==> src/rtl/fetch_pkg.sv <==
// rtl/fetch_pkg.sv - shared types and constants for the fetch-stage sequencer
package fetch_pkg;

    // BOOT: one idle cycle out of reset
    // ISSUE: request on the bus
    // WAIT: request accepted, data pending
    // HOLD: instruction presented to IF/ID
    // DRAIN: drop a stale response after a redirect
    typedef enum logic [2:0] {
        BOOT  = 3'd0,
        ISSUE = 3'd1,
        WAIT  = 3'd2,
        HOLD  = 3'd3,
        DRAIN = 3'd4
    } fetch_state_t;

    localparam logic [31:0] FETCH_NOP_INSTR = 32'h0000_0013;  // addi x0,x0,0
    localparam logic [31:0] FETCH_RESET_PC  = 32'h0000_0000;

endpackage

==> src/rtl/pc_next_sel.sv <==
// rtl/pc_next_sel.sv - next-PC priority select (redirect > advance > hold)
//
// Ports:
//   redirect_i  - execute stage redirect request
//   target_i    - redirect address, low two bits are dropped
//   advance_i   - current instruction consumed, step to PC+4
//   pc_i        - current PC
//   pc_next_o   - selected next PC
//   misalign_o  - redirect target had a nonzero low two bits
module pc_next_sel #(
    parameter int WIDTH = 32
) (
    input  logic             redirect_i,
    input  logic [WIDTH-1:0] target_i,
    input  logic             advance_i,
    input  logic [WIDTH-1:0] pc_i,
    output logic [WIDTH-1:0] pc_next_o,
    output logic             misalign_o
);

    always_comb begin
        pc_next_o  = pc_i;
        misalign_o = 1'b0;
        if (redirect_i) begin
            pc_next_o  = {target_i[WIDTH-1:2], 2'b00};
            misalign_o = |target_i[1:0];
        end else if (advance_i) begin
            // natural wrap modulo 2^WIDTH, no carry out is reported
            pc_next_o = pc_i + WIDTH'(4);
        end
    end

endmodule

==> src/rtl/pc_fetch_ctrl.sv <==
// rtl/pc_fetch_ctrl.sv - fetch-stage PC owner and instruction-memory request sequencer
//
// Ports:
//   clk, rst_n          - clock, asynchronous active-low reset
//   redirect_e          - execute stage control transfer, target fetched next
//   redirect_target_e   - redirect address
//   stall_f             - hold the fetch/decode boundary
//   imem_req/imem_addr  - fetch request, address is PCF
//   imem_ready          - memory accepts the request this cycle
//   imem_rvalid/rdata   - read response
//   PCF, PCPlus4F       - PC of fetched/presented instruction and PC+4
//   instr_f             - presented instruction, NOP when not valid
//   instr_valid_f       - instr_f valid for IF/ID capture
//   misalign_f          - one-cycle pulse on a misaligned redirect target
module pc_fetch_ctrl
    import fetch_pkg::*;
#(
    parameter int               WIDTH     = 32,
    parameter logic [WIDTH-1:0] RESET_PC  = WIDTH'(FETCH_RESET_PC),
    parameter logic [WIDTH-1:0] NOP_INSTR = WIDTH'(FETCH_NOP_INSTR)
) (
    input  logic             clk,
    input  logic             rst_n,
    input  logic             redirect_e,
    input  logic [WIDTH-1:0] redirect_target_e,
    input  logic             stall_f,
    output logic             imem_req,
    output logic [WIDTH-1:0] imem_addr,
    input  logic             imem_ready,
    input  logic             imem_rvalid,
    input  logic [WIDTH-1:0] imem_rdata,
    output logic [WIDTH-1:0] PCF,
    output logic [WIDTH-1:0] PCPlus4F,
    output logic [WIDTH-1:0] instr_f,
    output logic             instr_valid_f,
    output logic             misalign_f
);

    fetch_state_t     state_q, state_d;
    logic [WIDTH-1:0] pc_q, pc_d;
    logic [WIDTH-1:0] pcp4_q;
    logic [WIDTH-1:0] instr_q, instr_d;
    logic             valid_q, valid_d;
    logic             misalign_q, misalign_d;
    logic             advance;

    // Only HOLD steps the PC, and only when decode takes the instruction.
    assign advance = (state_q == HOLD) && !stall_f;

    pc_next_sel #(
        .WIDTH(WIDTH)
    ) u_pc_next_sel (
        .redirect_i (redirect_e),
        .target_i   (redirect_target_e),
        .advance_i  (advance),
        .pc_i       (pc_q),
        .pc_next_o  (pc_d),
        .misalign_o (misalign_d)
    );

    always_comb begin
        state_d = state_q;
        instr_d = instr_q;
        valid_d = valid_q;
        unique case (state_q)
            BOOT: begin
                state_d = ISSUE;
            end
            ISSUE: begin
                // a redirect while the request is accepted leaves a stale
                // response in flight that must be drained
                if (imem_ready) begin
                    state_d = redirect_e ? DRAIN : WAIT;
                end
            end
            WAIT: begin
                if (redirect_e) begin
                    // a response arriving with the redirect is the stale one
                    state_d = imem_rvalid ? ISSUE : DRAIN;
                end else if (imem_rvalid) begin
                    state_d = HOLD;
                    instr_d = imem_rdata;
                    valid_d = 1'b1;
                end
            end
            HOLD: begin
                if (redirect_e || !stall_f) begin
                    state_d = ISSUE;
                    instr_d = NOP_INSTR;
                    valid_d = 1'b0;
                end
            end
            DRAIN: begin
                if (imem_rvalid) begin
                    state_d = ISSUE;
                end
            end
            default: begin
                state_d = BOOT;
                instr_d = NOP_INSTR;
                valid_d = 1'b0;
            end
        endcase
    end

    always_ff @(posedge clk or negedge rst_n) begin
        if (!rst_n) begin
            state_q    <= BOOT;
            pc_q       <= RESET_PC;
            pcp4_q     <= RESET_PC + WIDTH'(4);
            instr_q    <= NOP_INSTR;
            valid_q    <= 1'b0;
            misalign_q <= 1'b0;
        end else begin
            state_q    <= state_d;
            pc_q       <= pc_d;
            pcp4_q     <= pc_d + WIDTH'(4);
            instr_q    <= instr_d;
            valid_q    <= valid_d;
            misalign_q <= misalign_d;
        end
    end

    assign imem_req      = (state_q == ISSUE);
    assign imem_addr     = pc_q;
    assign PCF           = pc_q;
    assign PCPlus4F      = pcp4_q;
    assign instr_f       = instr_q;
    assign instr_valid_f = valid_q;
    assign misalign_f    = misalign_q;

endmodule

==> config.mk <==
export PLATFORM = sky130hd
export DESIGN_NAME = pc_fetch_ctrl
export DESIGN_NICKNAME = d
export VERILOG_FILES = /design/src/rtl/fetch_pkg.sv /design/src/rtl/pc_next_sel.sv /design/src/rtl/pc_fetch_ctrl.sv
export SDC_FILE = /design/constraint.sdc
export NUM_CORES = 1
export LEC_CHECK = 0
export CAP_MARGIN = 15
export CORE_MARGIN = 2
export CORE_UTILIZATION = 39
export CTS_CLUSTER_DIAMETER = 60
export DETAILED_ROUTE_END_ITERATION = 8
export PLACE_DENSITY = 0.76
export RECOVER_POWER = 25
export SLEW_MARGIN = 20
export SYNTH_ARGS = -nofsm -noshare
export SYNTH_HDL_FRONTEND = slang
export SYNTH_HIERARCHICAL = 1
export SYNTH_SLANG_ARGS = --single-unit
==> constraint.sdc <==
create_clock -name clk -period 3.3 [get_ports clk]
set_input_delay 0.495 -clock clk [delete_from_list [all_inputs] [get_ports clk]]
set_output_delay 0.495 -clock clk [all_outputs]
set_load 0.05 [all_outputs]
# Yosys cells after proc, flatten, opt, wreduce, memory -nomap -nowiden
# Index checks and enable logic that the tools add are counted.
[totals]
ff_bits = 101
in_bits = 70
out_inout_bits = 131
word_cells = 46
[classes]
add_sub_neg = 2
eq_ne = 10
muxes = 19
n_bitwise = 1
n_reduce_logical = 8
[op_table]
columns = ["op", "n"]
rows = [
  ["32-bit two-way mux", 5],
  ["32-bit one-hot mux with 3 select lines", 1],
  ["32-bit by 3-bit adder with 32-bit output, second input constant", 2],
  ["3-bit two-way mux", 7],
  ["3-bit one-hot mux with 5 select lines", 1],
  ["4-bit AND reduction", 2],
  ["3-bit by 2-bit == test with 1-bit output, second input constant", 2],
  ["2-bit != test, second input constant", 3],
  ["1-bit two-way mux", 4],
  ["2-bit by 1-bit != test with 1-bit output, second input constant", 2],
  ["3-bit by 1-bit == test with 1-bit output, second input constant", 1],
  ["3-bit == test, second input constant", 1],
  ["3-bit zero test", 1],
  ["3-bit != test, second input constant", 1],
  ["1-bit one-hot mux with 3 select lines", 1],
  ["3-bit OR reduction", 1],
  ["2-bit OR reduction", 1],
  ["1-bit logical AND", 1],
  ["1-bit zero test", 1],
  ["1-bit logical OR", 1],
  ["1-bit inverter", 1],
]

# Longest topological paths before layout
# Gate-level depths: netlist of the first run.
[logic_depth]
word_depth = 5
depth_mapped = 13
mapped_depth_nobuf = 11

# Cells and area by module
# The synthesis of the first run kept the hierarchy.
[by_module_without_submodules]
columns = ["mod", "n_inst", "cells_per_inst", "area_per_inst_um2", "seq_area_each_um2"]
rows = [
  ["pc_fetch_ctrl", 1, 286, 3789.9, 2482.4],
  ["pc_next_sel", 1, 179, 1056.0, 0.0],
]

# Worst setup path after synthesis of the first run
# No wires, ideal clock.
[synth_timing]
path_type = "register to register"
start = "register state_q[2]"
end = "register pcp4_q[23] (netlist: PCPlus4F[23])"
setup_ps = 133
t_arrival_ps = 3436
required_time_ps = 3167
slack_ps = -269
path_stages_with_launch = 14
path_buffers = 2
synth_period_minus_slack_ps = 3569
cell_sequence = "dfrtp_1 inv_1 nand2_1 nor3b_1 nand4_1 or3_1 clkbuf_1 xnor2_1 o21ai_0 nand4_4 nor4_4 buf_6 nand4_1 xnor2_1"
[synth_between]
elab_chain_len = 5
[synth_lines]
columns = ["element", "line_no", "source"]
rows = [
  ["start, declared", "pc_fetch_ctrl.sv:39", "fetch_state_t state_q, state_d;"],
  ["start signal, assigned", "pc_fetch_ctrl.sv:115", "state_q <= state_d;"],
  ["3-bit by 2-bit == test with 1-bit output", "pc_fetch_ctrl.sv:48", "assign advance = (state_q == HOLD) && !stall_f;"],
  ["1-bit logical AND", "pc_fetch_ctrl.sv:48", ""],
  ["via advance", "pc_fetch_ctrl.sv:45", "logic advance;"],
  ["32-bit two-way mux", "pc_next_sel.sv:27", "end else if (advance_i) begin"],
  ["32-bit two-way mux", "pc_next_sel.sv:24", "if (redirect_i) begin"],
  ["via pc_d[12]", "pc_fetch_ctrl.sv:40", "logic [WIDTH-1:0] pc_q, pc_d;"],
  ["32-bit by 3-bit adder with 32-bit output", "pc_fetch_ctrl.sv:117", "pcp4_q <= pc_d + WIDTH'(4);"],
  ["end signal, assigned", "pc_fetch_ctrl.sv:110", "pcp4_q <= RESET_PC + WIDTH'(4);"],
  ["end signal, assigned", "pc_fetch_ctrl.sv:117", ""],
  ["end, declared", "pc_fetch_ctrl.sv:41", "logic [WIDTH-1:0] pcp4_q;"],
]
# The timed path passes the listed nets, and every way through them passes these cells.
# A chain may end at the register's enable or synchronous reset.

# Worst setup path in the final report of the first run
# Same ends and word-level chain as after synthesis.

==> results of run 1 <==
## worst min-delay path by stage
| stage | from | end | cells past startpoint |
|---|---|---|---|
| global route | instr_f[4] | instr_f[4] | 2 |
| global placement | instr_f[4] | instr_f[4] | 2 |
| CTS | rst_n | PCF[26] | 1 |
| detailed placement | instr_f[0] | instr_f[0] | 2 |
| finish | instr_f[0] | instr_f[0] | 2 |
| floorplan | rst_n | PCF[10] | 0 |
## Yosys cell counts (9+ instances only)
library cell and instances:
a22o_1 29, a31oi_1 12, buf_4 34, clkbuf_1 14, dfrtp_1 95, inv_1 11, nand2_1 41, nand3_1 30
nand4_1 15, nor2_1 24, o21ai_0 18, o31ai_1 10, or4_1 15, xnor2_1 31, xor2_1 9
## per-layer routing
layer  track usage [%]  vias up  wire, um
met2             35.67      171      7409
li1                  -     2082         -
met3             3.556       18       787
met5                 0        -         0
met1             29.55     2241      6410
met4             8.112        0       254
## metrics by stage
step / cell area (um2) / std cells / setup TNS, ps / util, % / worst slack [ps]
final: 7550 / 854 / 0 / 62.59 / 107.1
after global routing: 7550 / 854 / -98.63 / 62.59 / -37.62
after CTS: 7455 / 847 / 0 / 61.81 / 8.866
after detailed placement: 7126 / 830 / -4592 / 59.08 / -412.9
after global placement: 7126 / 830 / -3241 / 59.08 / -324.0
after floorplan: 4857 / 465 / 0 / - / 7.623
## flip-flops by register name, summed over array words and instances (netlist names)
| signal | count |
|---|---|
| instr_valid_f | 1 |
| misalign_f | 1 |
| state_q | 3 |
| instr_f | 32 |
| PCF | 30 |
| PCPlus4F | 32 |
## area by class of cell
class                   instances  share of cell area, %
repair buffers                260                  32.58
inverters                      11                 0.5469
clock buffers                  11                  3.083
flip-flops and latches         99                  32.88
multi-input cells             300                  27.10
clock inverters                 5                  1.028
well taps                     168                  2.784
## cell families after synthesis
| group | synth area share (%) |
|---|---|
| AO/OA/AOI/OAI | 12.42 |
| XOR/XNOR | 7.230 |
| adder cells (fa/ha/maj) | 0.5163 |
| buffers and inverters | 8.288 |
| flip-flops | 51.23 |
| multiplexers | 0.2066 |
| AND/OR/NAND/NOR | 20.11 |
## power by group
group | internal [mW] | switching [mW] | leakage (nW)
logic | 0.651 | 1.17 | 1.73
registers | 1.40 | 0.147 | 1.23
clock network | 0.662 | 0.444 | 0.150
total | 2.71 | 1.76 | 3.11
## critical path: stages (launching register included)
cell,delay [ps]
dfrtp_1,390
inv_2,70
nand2_2,90
nor3b_4,310
nand3_2,130
or4_4,480
or4_1,450
a31oi_2,260
nand2_2,110
nor4_4,320
buf_6,170
nand4_1,130
xnor2_1,150
## layout by cell type, fill, tap and decap left out, types with 9 or more instances in the layout
master,instances
clkdlybuf4s50_1,197
dfrtp_1,95
buf_4,56
nand2_1,39
xnor2_1,31
a22o_1,29
nand3_1,28
nor2_1,24
o21ai_0,17
nand4_1,15
or4_1,15
inv_1,10
o31ai_1,10
xor2_1,9
clkbuf_16,9
## what timing repair did
item | 4_1_cts | 5_1_grt
setup buffers | 1 | 5
resized for setup | 2 | 13
pin swaps | 1 | 4
gates cloned | 0 | 2
endpoints found under the setup margin | 6 | 11
==> out/metrics.cfg, run 1 <==
[clock_tree]
h-tree-depth = 3
cts.clk_slew.worst_paths_ps = 60
ctsRootBufferMaster = clkbuf_16
ctsLongestPathBuffers = 2
cts_sinks = 99
insertion_delay_ps = 340
cts_tree = built
cts_made_buffers = 9
hold_buffers = 0

[cells_and_area]
area_delta_synth_final_pct = 55.80
regArea_um2 = 2482
fill_cells = 969
final_layout_size_suffix_gt1_share_pct = 15.31
antenna_cells = 0
nNetsFinal = 753
multi_input_area_um2 = 2046

[routing]
post_drt_wl_per_cell_um = 17.40
drtIter0Drc = 290
wirelength_um = 14860
drc = 0
ant_nets = 0
avgViaCountPerCell = 5.283
firstDrtPassIters = 6
vias = 4512

[synth]
synth_top_area_cell = dfrtp_1
synth.area.top_cells = dfrtp_1 49%, xnor2_1 5.6%, buf_4 5.3%
netlist_instances = 465
avgSynthCellArea_um2 = 10.42
synth_fp_nets = 537
synthArstFlopShare_pct = 100.0
ys_types = 48
ys_ff_latch = 99
synthDominantCellAreaShare_pct = 49.06
ys_warn_count = 6
yosys_most_used_dff = dfrtp_1
synth_area_um2 = 4846
synth-edff-count = 0
seq_area_frac_synth_pct = 51.23

[sta]
post-route-min-period_ps = 3193
rsz0062_at_grt = yes
max_slew_margin_pct = -20.49
whs_ps = 463.4
hold_violations = 0
setup_violations = 0
slew_violations = 73
skew_ps = 9.187
timing.fmax_ghz = 0.3132
period_share_pct = 96.76
worst_pin_slew_ps = 1807

[power_and_ir_drop]
finalPower_mw = 4.479
vdd_drop_max_uv = 458.5
powerDensity_nw_per_um2 = 593.2
leakagePower_nw = 3.107

[placed_design]
post-dp-hpwl_um = 10800
gp_congestion = 0.9046
portBuffers = 200

[global_routing]
grt_usage_pct = 21.88
grt_overflow = 0
grt_pass1_vias = 4337
grt_pass1_wl_um = 22700
antenna_found_initial = 0
grt_max_degree = 73

[setup_path]
reg2reg_slack_ps = 110
cp_max_fo = 6
cp.required_ps = 3520
critical_path.startpoint = state_q[2]
rr_endpoint = PCPlus4F[23]
cp.arrival_ps = 3420
crit_path_start_kind = flip-flop
end_kind = flip-flop
ff2ff_path_depth = 12
reg2reg_from = state_q[2]
endpoint = PCPlus4F[23]
path_class = reg2reg

[status]
violations = max-capacitance violations, max-slew violations
outcome = finished, violations left

[floorplan]
die_w_um = 115.5
dieArea_um2 = 13330
core_area_um2 = 12060
core.rowCount = 40
ioPinCount = 201
die_h_um = 115.5
initial_core_util_pct = 40.18

[flow_run]
drv_cap = 1

[worst_hold_path]
hold_path_class = reg2reg

(Power assumes the default switching activity.)
==> run 2, diff against run 1 <==
--- a/config.mk
+++ b/config.mk
@@ -8,7 +8,6 @@
 export CAP_MARGIN = 15
 export CORE_MARGIN = 2
 export CORE_UTILIZATION = 39
-export CTS_CLUSTER_DIAMETER = 60
 export DETAILED_ROUTE_END_ITERATION = 8
 export PLACE_DENSITY = 0.76
 export RECOVER_POWER = 25
==> constraint.sdc (replaced) <==
create_clock -name clk -period 3.3 [get_ports clk]
set_input_delay 0.66 -clock clk [delete_from_list [all_inputs] [get_ports clk]]
set_output_delay 0.66 -clock clk [all_outputs]
set_load 0.05 [all_outputs]
==> run 2 against run 1 <==
- the flow still finishes with violations (max-capacitance violations, max-slew violations)
- fmax rose by 0.90%
- critical path depth decreased by 1
- cell count rose by 0.23%
- critical path type is now in2reg
- largest cell class is now buffers
==> out/metrics.cfg, run 2 (same netlist as run 1, synthesis figures left out) <==
[routing]
avgViaCountPerCell = 5.214  ; -1.3%
vias = 4463  ; -1.1%
firstDrtPassIters = 4  ; -2
route.met2.wl_um = 7335  ; -1.0%
drtIter0Drc = 255  ; -12%
post_drt_wl_per_cell_um = 17.18  ; -1.3%
highest_layer = met4
met1_length_um = 6175  ; -3.7%
dr_wl_met3_um = 922  ; +17%
wirelength_um = 14700  ; -1.1%
drc = 0  ; unchanged
ant_nets = 0  ; unchanged

[floorplan]
core_area_um2 = 12060  ; unchanged
die_w_um = 115.5  ; unchanged
core.rowCount = 40  ; unchanged
die_h_um = 115.5  ; unchanged
dieArea_um2 = 13330  ; unchanged
initial_core_util_pct = 40.18  ; unchanged
ioPinCount = 201  ; unchanged

[status]
violations = max-capacitance violations, max-slew violations
outcome = finished, violations left

[flow_run]
drv_cap = 1  ; unchanged

[placed_design]
gp_congestion = 0.9154  ; +1.2%
portBuffers = 200  ; unchanged
post-dp-hpwl_um = 10730  ; -0.61%
place_inst = 833  ; +0.36%

[power_and_ir_drop]
vdd_drop_max_uv = 382.8  ; -17%
p_seq_share_pct = 35.0  ; +0.4 points
switching_power_mw = 1.777  ; +0.69%
pwr-share-comb_pct = 41.4  ; +0.7 points
powerDensity_nw_per_um2 = 582.4  ; -1.8%
leakagePower_nw = 3.111  ; +0.12%
p_sw_share_pct = 40.30  ; +0.89 points
p_int_mw = 2.633  ; -3.0%
pwr-share-clk_pct = 23.6  ; -1.1 points

[clock_tree]
cts_tree = built
hold_buffers = 0  ; unchanged
ctsRootBufferMaster = clkbuf_16
insertion_delay_ps = 340  ; about the same
cts.clk_slew.worst_paths_ps = 70  ; about the same
h-tree-depth = 3  ; unchanged
ctsLongestPathBuffers = 2  ; unchanged
cts_sinks = 99  ; unchanged
cts_made_buffers = 9  ; unchanged

[setup_path]
cp.arrival_ps = 3380  ; -40 ps
cpMostUsedCell = nand4_1
path_class = in2reg
end_kind = flip-flop
cp_max_fo = 7  ; +1
cp.required_ps = 3520  ; about the same
crit_path_start_kind = input pin
worstPathCellList = dlygate4sd2_1, nor3b_4, nand4_1, or3_4, or4_2, nand3_1, nand4_1, nor4_4, buf_6, nand4_1, xnor2_1
crit_path_top_delay_cell = or4_2
cpPeakStageDelay_ps = 550  ; +70 ps

[global_routing]
grt_pass1_wl_um = 22860  ; +0.70%
grt_pass1_vias = 4366  ; +0.67%
grt_usage_pct = 21.97  ; +0.087 points
grt_overflow = 0  ; unchanged
grt_max_degree = 81  ; +11%
antenna_found_initial = 0  ; unchanged

[sta]
setup_violations = 0  ; unchanged
skew_ps = 7.770  ; -1.417 ps
whs_ps = 463.7  ; +0.3740 ps
timing.fmax_ghz = 0.3160  ; +0.90%
period_share_pct = 95.90  ; -0.86 points
worst_pin_slew_ps = 2014  ; +207.2 ps
hold_violations = 0  ; unchanged
max_slew_margin_pct = -34.30  ; -14 points
slew_violations = 81  ; +11%
post-route-min-period_ps = 3165  ; -28.35 ps

[cells_and_area]
fill_cells = 998  ; +3.0%
final_cell_count_no_fill = 856  ; +0.23%
area_delta_synth_final_pct = 56.26
final_common_cell = clkdlybuf4s50_1
final_cell_mix = 198 x clkdlybuf4s50_1, 95 x dfrtp_1, 59 x buf_4
final_layout_size_suffix_gt1_share_pct = 15.99  ; +0.68 points
fin_util_pct = 62.78  ; +0.19 points
antenna_cells = 0  ; unchanged
nNetsFinal = 755  ; +0.27%

[worst_hold_path]
hold_path_class = reg2reg

[run 2: cell types whose count changed in the layout (fill, tap and decap cells not counted), sizes merged]
cell           previous run  this run
clkbuf                   13        14
or4                      21        20
bufinv                    2         0
dlymetal6s2s              1         0
dlygate4sd2               0         1
inv                      11        13
clkinvlp                  1         0
buf                      59        62
clkdlybuf4s50           197       198
dlygate4sd3               1         0
[run 2: what timing repair did]
action | in CTS | in global routing
cloned | 1 | 0
gates resized for setup | 9 | 10
buffers inserted | 5 | 1
endpoints found under the setup margin | 11 | 11
pin swaps | 5 | 9
[run 2: final timing paths]
| path | start | end | slack [ps] | cells past startpoint |
|---|---|---|---|---|
| worst max register to register | state_q[2] | PCPlus4F[31] | 160 | 12 |
| min in group asynchronous | rst_n | PCPlus4F[7] | 900 | 1 |
| worst min-delay path | instr_f[0] | instr_f[0] | 460 | 2 |
| worst max-delay path | stall_f | PCPlus4F[31] | 140 | 11 |
| worst min register to register | instr_f[0] | instr_f[0] | 460 | 2 |
| max in group asynchronous | rst_n | instr_f[29] | 1230 | 1 |
[run 2: routing by layer]
layer  GRT usage (%)  vias to the layer above
met4           7.711                        0
met3           3.923                       20
li1                -                     2081
met5               0                        -
met1           30.42                     2188
met2           34.89                      174
[run 2: cell type report]
class	instances	area, um2	area share [%]
Timing Repair Buffer	263	2485	32.82
Sequential cell	99	2482	32.78
Multi-Input combinational cell	299	2056	27.15
Clock buffer	12	266.5	3.520
Tap cell	168	210.2	2.776
Inverter	11	41.29	0.5453
Clock inverter	4	31.28	0.4131
[run 2: critical path, delay by kind of cell]
| family | cells | cell delay, ps |
|---|---|---|
| xor gates and xnor gates | 1 | 160 |
| buffers and inverters | 2 | 450 |
| and+or+nand+nor | 8 | 2120 |
[run 2: power groups by stage]
stage	Clock, mW	Combinational, mW	Sequential [mW]
6_report	1.04	1.83	1.54
5_1_grt	1.12	1.91	1.57
4_1_cts	1.06	1.82	1.54
3_5_place_dp	0	1.81	1.56
3_3_place_gp	0	1.79	1.56
2_1_floorplan	0	0.548	2.14
[run 2: stage by stage]
stage	TNS, ps	cell area (um2)	setup WS (ps)	power [mW]
2_1_floorplan	0	4857	7.623	2.685
6_report	0	7572	135.4	4.410
3_3_place_gp	-6512	7148	-510.1	3.348
3_5_place_dp	-8606	7148	-617.9	3.370
5_1_grt	-7.848	7572	-7.848	4.600
4_1_cts	0	7522	4.214	4.428
==> RTL edit 1: new RTL, config.mk and constraints of run 2 <==
Encoding of `fetch_state_t`: now one-hot (5 bits for 5 states).
--- a/src/rtl/fetch_pkg.sv
+++ b/src/rtl/fetch_pkg.sv
@@ -8,8 +8,8 @@
     // DRAIN: drop a stale response after a redirect
-    typedef enum logic [2:0] {
-        BOOT  = 3'd0,
-        ISSUE = 3'd1,
-        WAIT  = 3'd2,
-        HOLD  = 3'd3,
-        DRAIN = 3'd4
+    typedef enum logic [4:0] {
+        BOOT  = 5'b00001,
+        ISSUE = 5'b00010,
+        WAIT  = 5'b00100,
+        HOLD  = 5'b01000,
+        DRAIN = 5'b10000
     } fetch_state_t;
Formal check against the unedited RTL: no difference found for any inputs over 4 cycles, from zero or initial values and one cycle with rst_n low; so few cycles prove little.
==> RTL edit 1 against run 2 <==
  * The run ends with capacitance limit, slew limit, setup timing left
  * Clock skew hardly changed
  * Highest routed layer unchanged
  * Critical path type is now reg -> reg
  * Worst setup slack worse by 0.17 ns
  * Register-to-register slack worse by 0.19 ns
  * Design area is 5.0% higher
  * Routed wire length is 8.0% higher
  * Sequential cell count is 2 higher
  * Hold slack worse by 0.0036 ns
  * Power is 9.2% lower
  * Sequential share of layout area is 0.89 points lower
  * Synthesized area is 5.8% higher
==> RTL edit 1: results (changes against run 2) <==
- Result of the run: finished with violations
- Violations in the final reports: capacitance limit, slew limit, setup timing
- GPL Wtd Cong: 0.931 (+1.7%)
* Largest vdd supply drop: 0.329 mV (-14%)
- Cell with the largest stage delay on the worst path: sky130_fd_sc_hd__or3_4
* Sequential-to-total area share from yosys stat: 49.4% (-1.8 points)
* Post-synthesis net count: 564 (+5.0%)
- Worst Skew: 0.00799 ns (+0.000223 ns)
- The number of global-route vias before repair came to 4,753 (+8.9%).
- The stage delay of the slowest cell on the critical path was 0.46 ns (-0.09 ns).
- The number of placed cells counting well taps is 872 (+4.7%).
* Pwr Density: 504 nW/µm² (-14%)
- The via density per instance came to 5.23 (+0.38%).
* Final critical-path setup slack: -0.0334 ns (-0.169 ns)
* Pin count of the biggest net entering global routing: 43 (-47%)
* Maximum fanout along the worst path: 6 (-1)
- The layout net count is 794 (+5.2%).
- The cell count after synthesis came to 492 (+5.8%).
- Total area of multi-input combinational cells: 2270 µm² (+10%)
- Main area contributors after synthesis: sky130_fd_sc_hd__dfrtp_1, sky130_fd_sc_hd__buf_4, sky130_fd_sc_hd__a22o_1
* GR Layer Usage met1: 30.0% (-0.45 points)
- The commonest cells after synthesis are sky130_fd_sc_hd__dfrtp_1, sky130_fd_sc_hd__nand2_1, sky130_fd_sc_hd__buf_4.
* Drt wl/cell: 17.7 µm (+2.8%)
- The slew at the pin closest to its max-slew limit is 2.23 ns (+0.219 ns).
- The final-layout fill cell count was 1,082 (+8.4%).
- The starting DRC count in detailed routing is 370 (+45%).
- P_clk: 1080 µW (+4%)
- Routed met3 length: 758 µm (-18%)
* Unique cell type count in the Yosys netlist: 56 (+17%)
* Global-route wire length before repair: 25,200 µm (+10%)
- Max-cap check violation count: 1 (unchanged)
- Final Setup Violations: 5 (+5)
* Fraction of final layout cells with drive strength greater than 1: 20.1% (+4.1 points)
* Data arrival time at the worst-slack endpoint: 3.60 ns (+0.22 ns)
- Met3 Resource Use GR: 3.47% (-0.45 points)
- Worst Hold Margin: 0.460 ns (-0.00355 ns)
* Total global routing track utilization: 22.5% (+0.57 points)
* Leak pwr: 0.00330 µW (+6.1%)
* Max-slew violation count: 43 (-47%)
## RTL edit 1: final cells by class
cell class / count / area share (%)
clock buffer: 10 / 2.88
clock inverter: 6 / 0.897
inverter: 14 / 0.661
multi-input combinational: 320 / 28.5
sequential: 101 / 31.9
tap: 172 / 2.71
timing repair buffer: 276 / 32.4
## RTL edit 1: cells by family after synthesis
kind of cell / after synthesis / synth area share, %
AO/OA/AOI/OAI: 88 / 12.8
XOR/XNOR: 41 / 7.01
adder cells (fa/ha/maj): 2 / 0.488
buffers and inverters: 71 / 9.45
flip-flops: 101 / 49.4
multiplexers: 2 / 0.391
AND/OR/NAND/NOR: 187 / 20.4
## RTL edit 1: worst min-delay path, delay by kind of cell, from the launching register on
| family | cells | cell delay [ns] |
|---|---|---|
| flip-flops | 1 | 0.37 |
| AO/OA/AOI/OAI | 1 | 0.05 |
| buffers and inverters | 1 | 0.04 |
## RTL edit 1: final timing paths
| kind | startpoint | cells past startpoint | to |
|---|---|---|---|
| setup / recovery | state_q[4] | 13 | PCPlus4F[27] |
| min in group asynchronous | rst_n | 1 | PCF[4] |
| max in group asynchronous | rst_n | 2 | PCF[18] |
| hold / removal | instr_f[1] | 2 | instr_f[1] |
| setup reg to reg | state_q[4] | 13 | PCPlus4F[27] |
| hold reg to reg | instr_f[1] | 2 | instr_f[1] |
## RTL edit 1: repair_timing
item,CTS,global route
setup buffers,7,5
gates resized for setup,12,20
endpoints found under the setup margin,7,15
cloned,0,0
pin swaps,14,21
## RTL edit 1: through the flow
step                setup slack (ns)  setup TNS, ns
floorplan                    0.00980              0
global placement              -0.406          -3.48
detailed placement            -0.534          -4.77
CTS                          -0.0514         -0.235
global route                  -0.180          -1.18
finish                       -0.0334         -0.130
==> RTL edit 2: new RTL, config.mk and constraints of run 2 <==
Without the edit above. `WIDTH` is set to 32 in 2 places; all go to 64.
--- a/src/rtl/pc_next_sel.sv
+++ b/src/rtl/pc_next_sel.sv
@@ -10,3 +10,3 @@
 module pc_next_sel #(
-    parameter int WIDTH = 32
+    parameter int WIDTH = 64
 ) (
--- a/src/rtl/pc_fetch_ctrl.sv
+++ b/src/rtl/pc_fetch_ctrl.sv
@@ -17,3 +17,3 @@
 #(
-    parameter int               WIDTH     = 32,
+    parameter int               WIDTH     = 64,
     parameter logic [WIDTH-1:0] RESET_PC  = WIDTH'(FETCH_RESET_PC),
Ports: changed (6 resized); port bits go from 201 to 393. The function was not compared with the original's and may differ.
==> RTL edit 2 against run 2 <==
  * The run ends with capacitance limit, slew limit, setup timing left
  * Count of clock-buffer cells in the layout rose by 6
  * Largest power group unchanged
  * Critical endpoint is now PCPlus4F[62]
  * Routed wire length rose to 2.6 times the old value
  * Power rose by 100%
  * Sequential cell count rose by 96
  * Synthesized area rose by 99%
  * Worst setup slack got worse by 0.76 ns
  * Design area rose by 120%
  * First-iteration DRC count rose to 2.6 times the old value
==> RTL edit 2: results (changes against run 2) <==
* Result of the run: finished with violations
- The checks that failed: capacitance limit, slew limit, setup timing.
* Pwr Density: 536 nW/µm² (-7.9%)
- The initial antenna violation count is 2 (+2).
- The data arrival time of the worst path was 4.24 ns (+0.86 ns).
* Fillers: 1,782 (+79%)
- Pin count of the biggest net entering global routing: 76 (-6.2%)
- Post-DP Area: 15,000 µm² (+110%)
- Worst Skew: 0.0204 ns (+0.0126 ns)
- WHS Endpoint: instr_f[1]
* Drt wl/cell: 20.7 µm (+21%)
- Sequential-to-total area share from yosys stat: 50.7% (-0.49 points)
- Max-cap check violation count: 1 (unchanged)
- Cell with the largest stage delay on the worst path: sky130_fd_sc_hd__or4_4
- The number of vias in the routed layout is 9,747 (+120%).
* Dpl hpwl: 26,800 µm (+150%)
* Last element of the critical path: PCPlus4F[62]
* GPL Wtd Cong: 0.930 (+1.6%)
- Startpoint type of the worst setup path: flop
* Xor-xnor portion of the synthesized cell area: 8.37% (+1.1 points)
- Insertion delay to the later sink of the worst-skew pair: 0.44 ns (+0.10 ns)
* Share of synthesized area spent on multiplexers: 0.741% (+0.53 points)
- The distinct cell type count of the synthesized netlist came to 54 (+13%).
* Global-route wire length before repair: 55,500 µm (+140%)
* DR pass1 iterations: 5 (+1)
* Vias in the first global route: 9,821 (+120%)
* Post-synthesis net count: 1,068 (+99%)
- The worst-case hold slack came to 0.470 ns (+0.00650 ns).
- The worst setup slack after placement is -1.07 ns (-0.448 ns).
- Final critical-path setup slack: -0.629 ns (-0.765 ns)
* Total global routing track utilization: 27.4% (+5.4 points)
- Final Setup Violations: 31 (+31)
- Final sum of negative setup slack: -7.73 ns (-7.73 ns)
* Count of port buffers added during placement: 392 (+96%)
* Start point of the worst hold path: instr_f[1]
- Worst reg2reg path depth: 16 (+4)
- The depth of the CTS H-tree was 4 (+1).
* Initial detailed-routing violation count: 651 (+160%)
- The final-report max-slew violation count is 75 (-7.4%).
* Number of nets at the end of the flow: 1,613 (+110%)
- The final wirelength is 37,600 µm (+160%).
- Inserted Clock Buffers: 17 (+8)
- Maximum fanout along the worst path: 19 (+12)
- The complex-gate fraction of the synthesized area is 11.2% (-1.2 points).
- The worst slew margin relative to its limit came to -32.0% (+2.3 points).
- Leak pwr: 0.00703 µW (+130%)
## RTL edit 2: cell count changes in the layout (fill, tap and decap cells not counted), moves of 18 or more
cell / change
sky130_fd_sc_hd__dfrtp_2: +33
sky130_fd_sc_hd__nand2_1: +50
sky130_fd_sc_hd__nor2_1: +18
sky130_fd_sc_hd__xnor2_1: +20
sky130_fd_sc_hd__clkdlybuf4s50_1: +191
sky130_fd_sc_hd__buf_4: +153
sky130_fd_sc_hd__xor2_1: +25
sky130_fd_sc_hd__dfrtp_1: +63
sky130_fd_sc_hd__a22o_1: +32
sky130_fd_sc_hd__buf_6: +20
## RTL edit 2: layout make-up
class,count,area share [%]
diodes,2,0.0302
flip-flops and latches,195,29.7
multi-input cells,616,28.7
repair buffers,630,35.1
clock inverters,14,0.943
inverters,17,0.385
well taps,324,2.44
clock buffers,18,2.65
## RTL edit 2: timing repair
item | in CTS | in global routing
resized for setup | 67 | 76
endpoints found under the setup margin | 45 | 49
setup buffers | 26 | 31
pin swaps | 49 | 64
## RTL edit 2: kinds of logic after synthesis
family          Yosys count
compound gates          153
xor+xnor                 92
flops                   195
mux                       7
fa+ha+maj                 2
simple gates            362
buf+inv                 121
## RTL edit 2: report_power, final
part | leakage [µW] | switching [µW] | internal [µW] | total, µW
clock network | 0.000290 | 1070 | 1040 | 2110
logic | 0.00435 | 2460 | 1380 | 3840
registers | 0.00238 | 215 | 2730 | 2950
total | 0.00703 | 3740 | 5150 | 8900
## RTL edit 2: layer usage
metal	share of wire [%]	routed length (µm)	track usage [%]	vias up
li1	-	-	-	4374
met1	38	14400	33.5	4772
met2	51	19300	48.8	508
met3	6.7	2510	5.19	93
met4	3.6	1370	9.05	0
met5	0	0	0	-
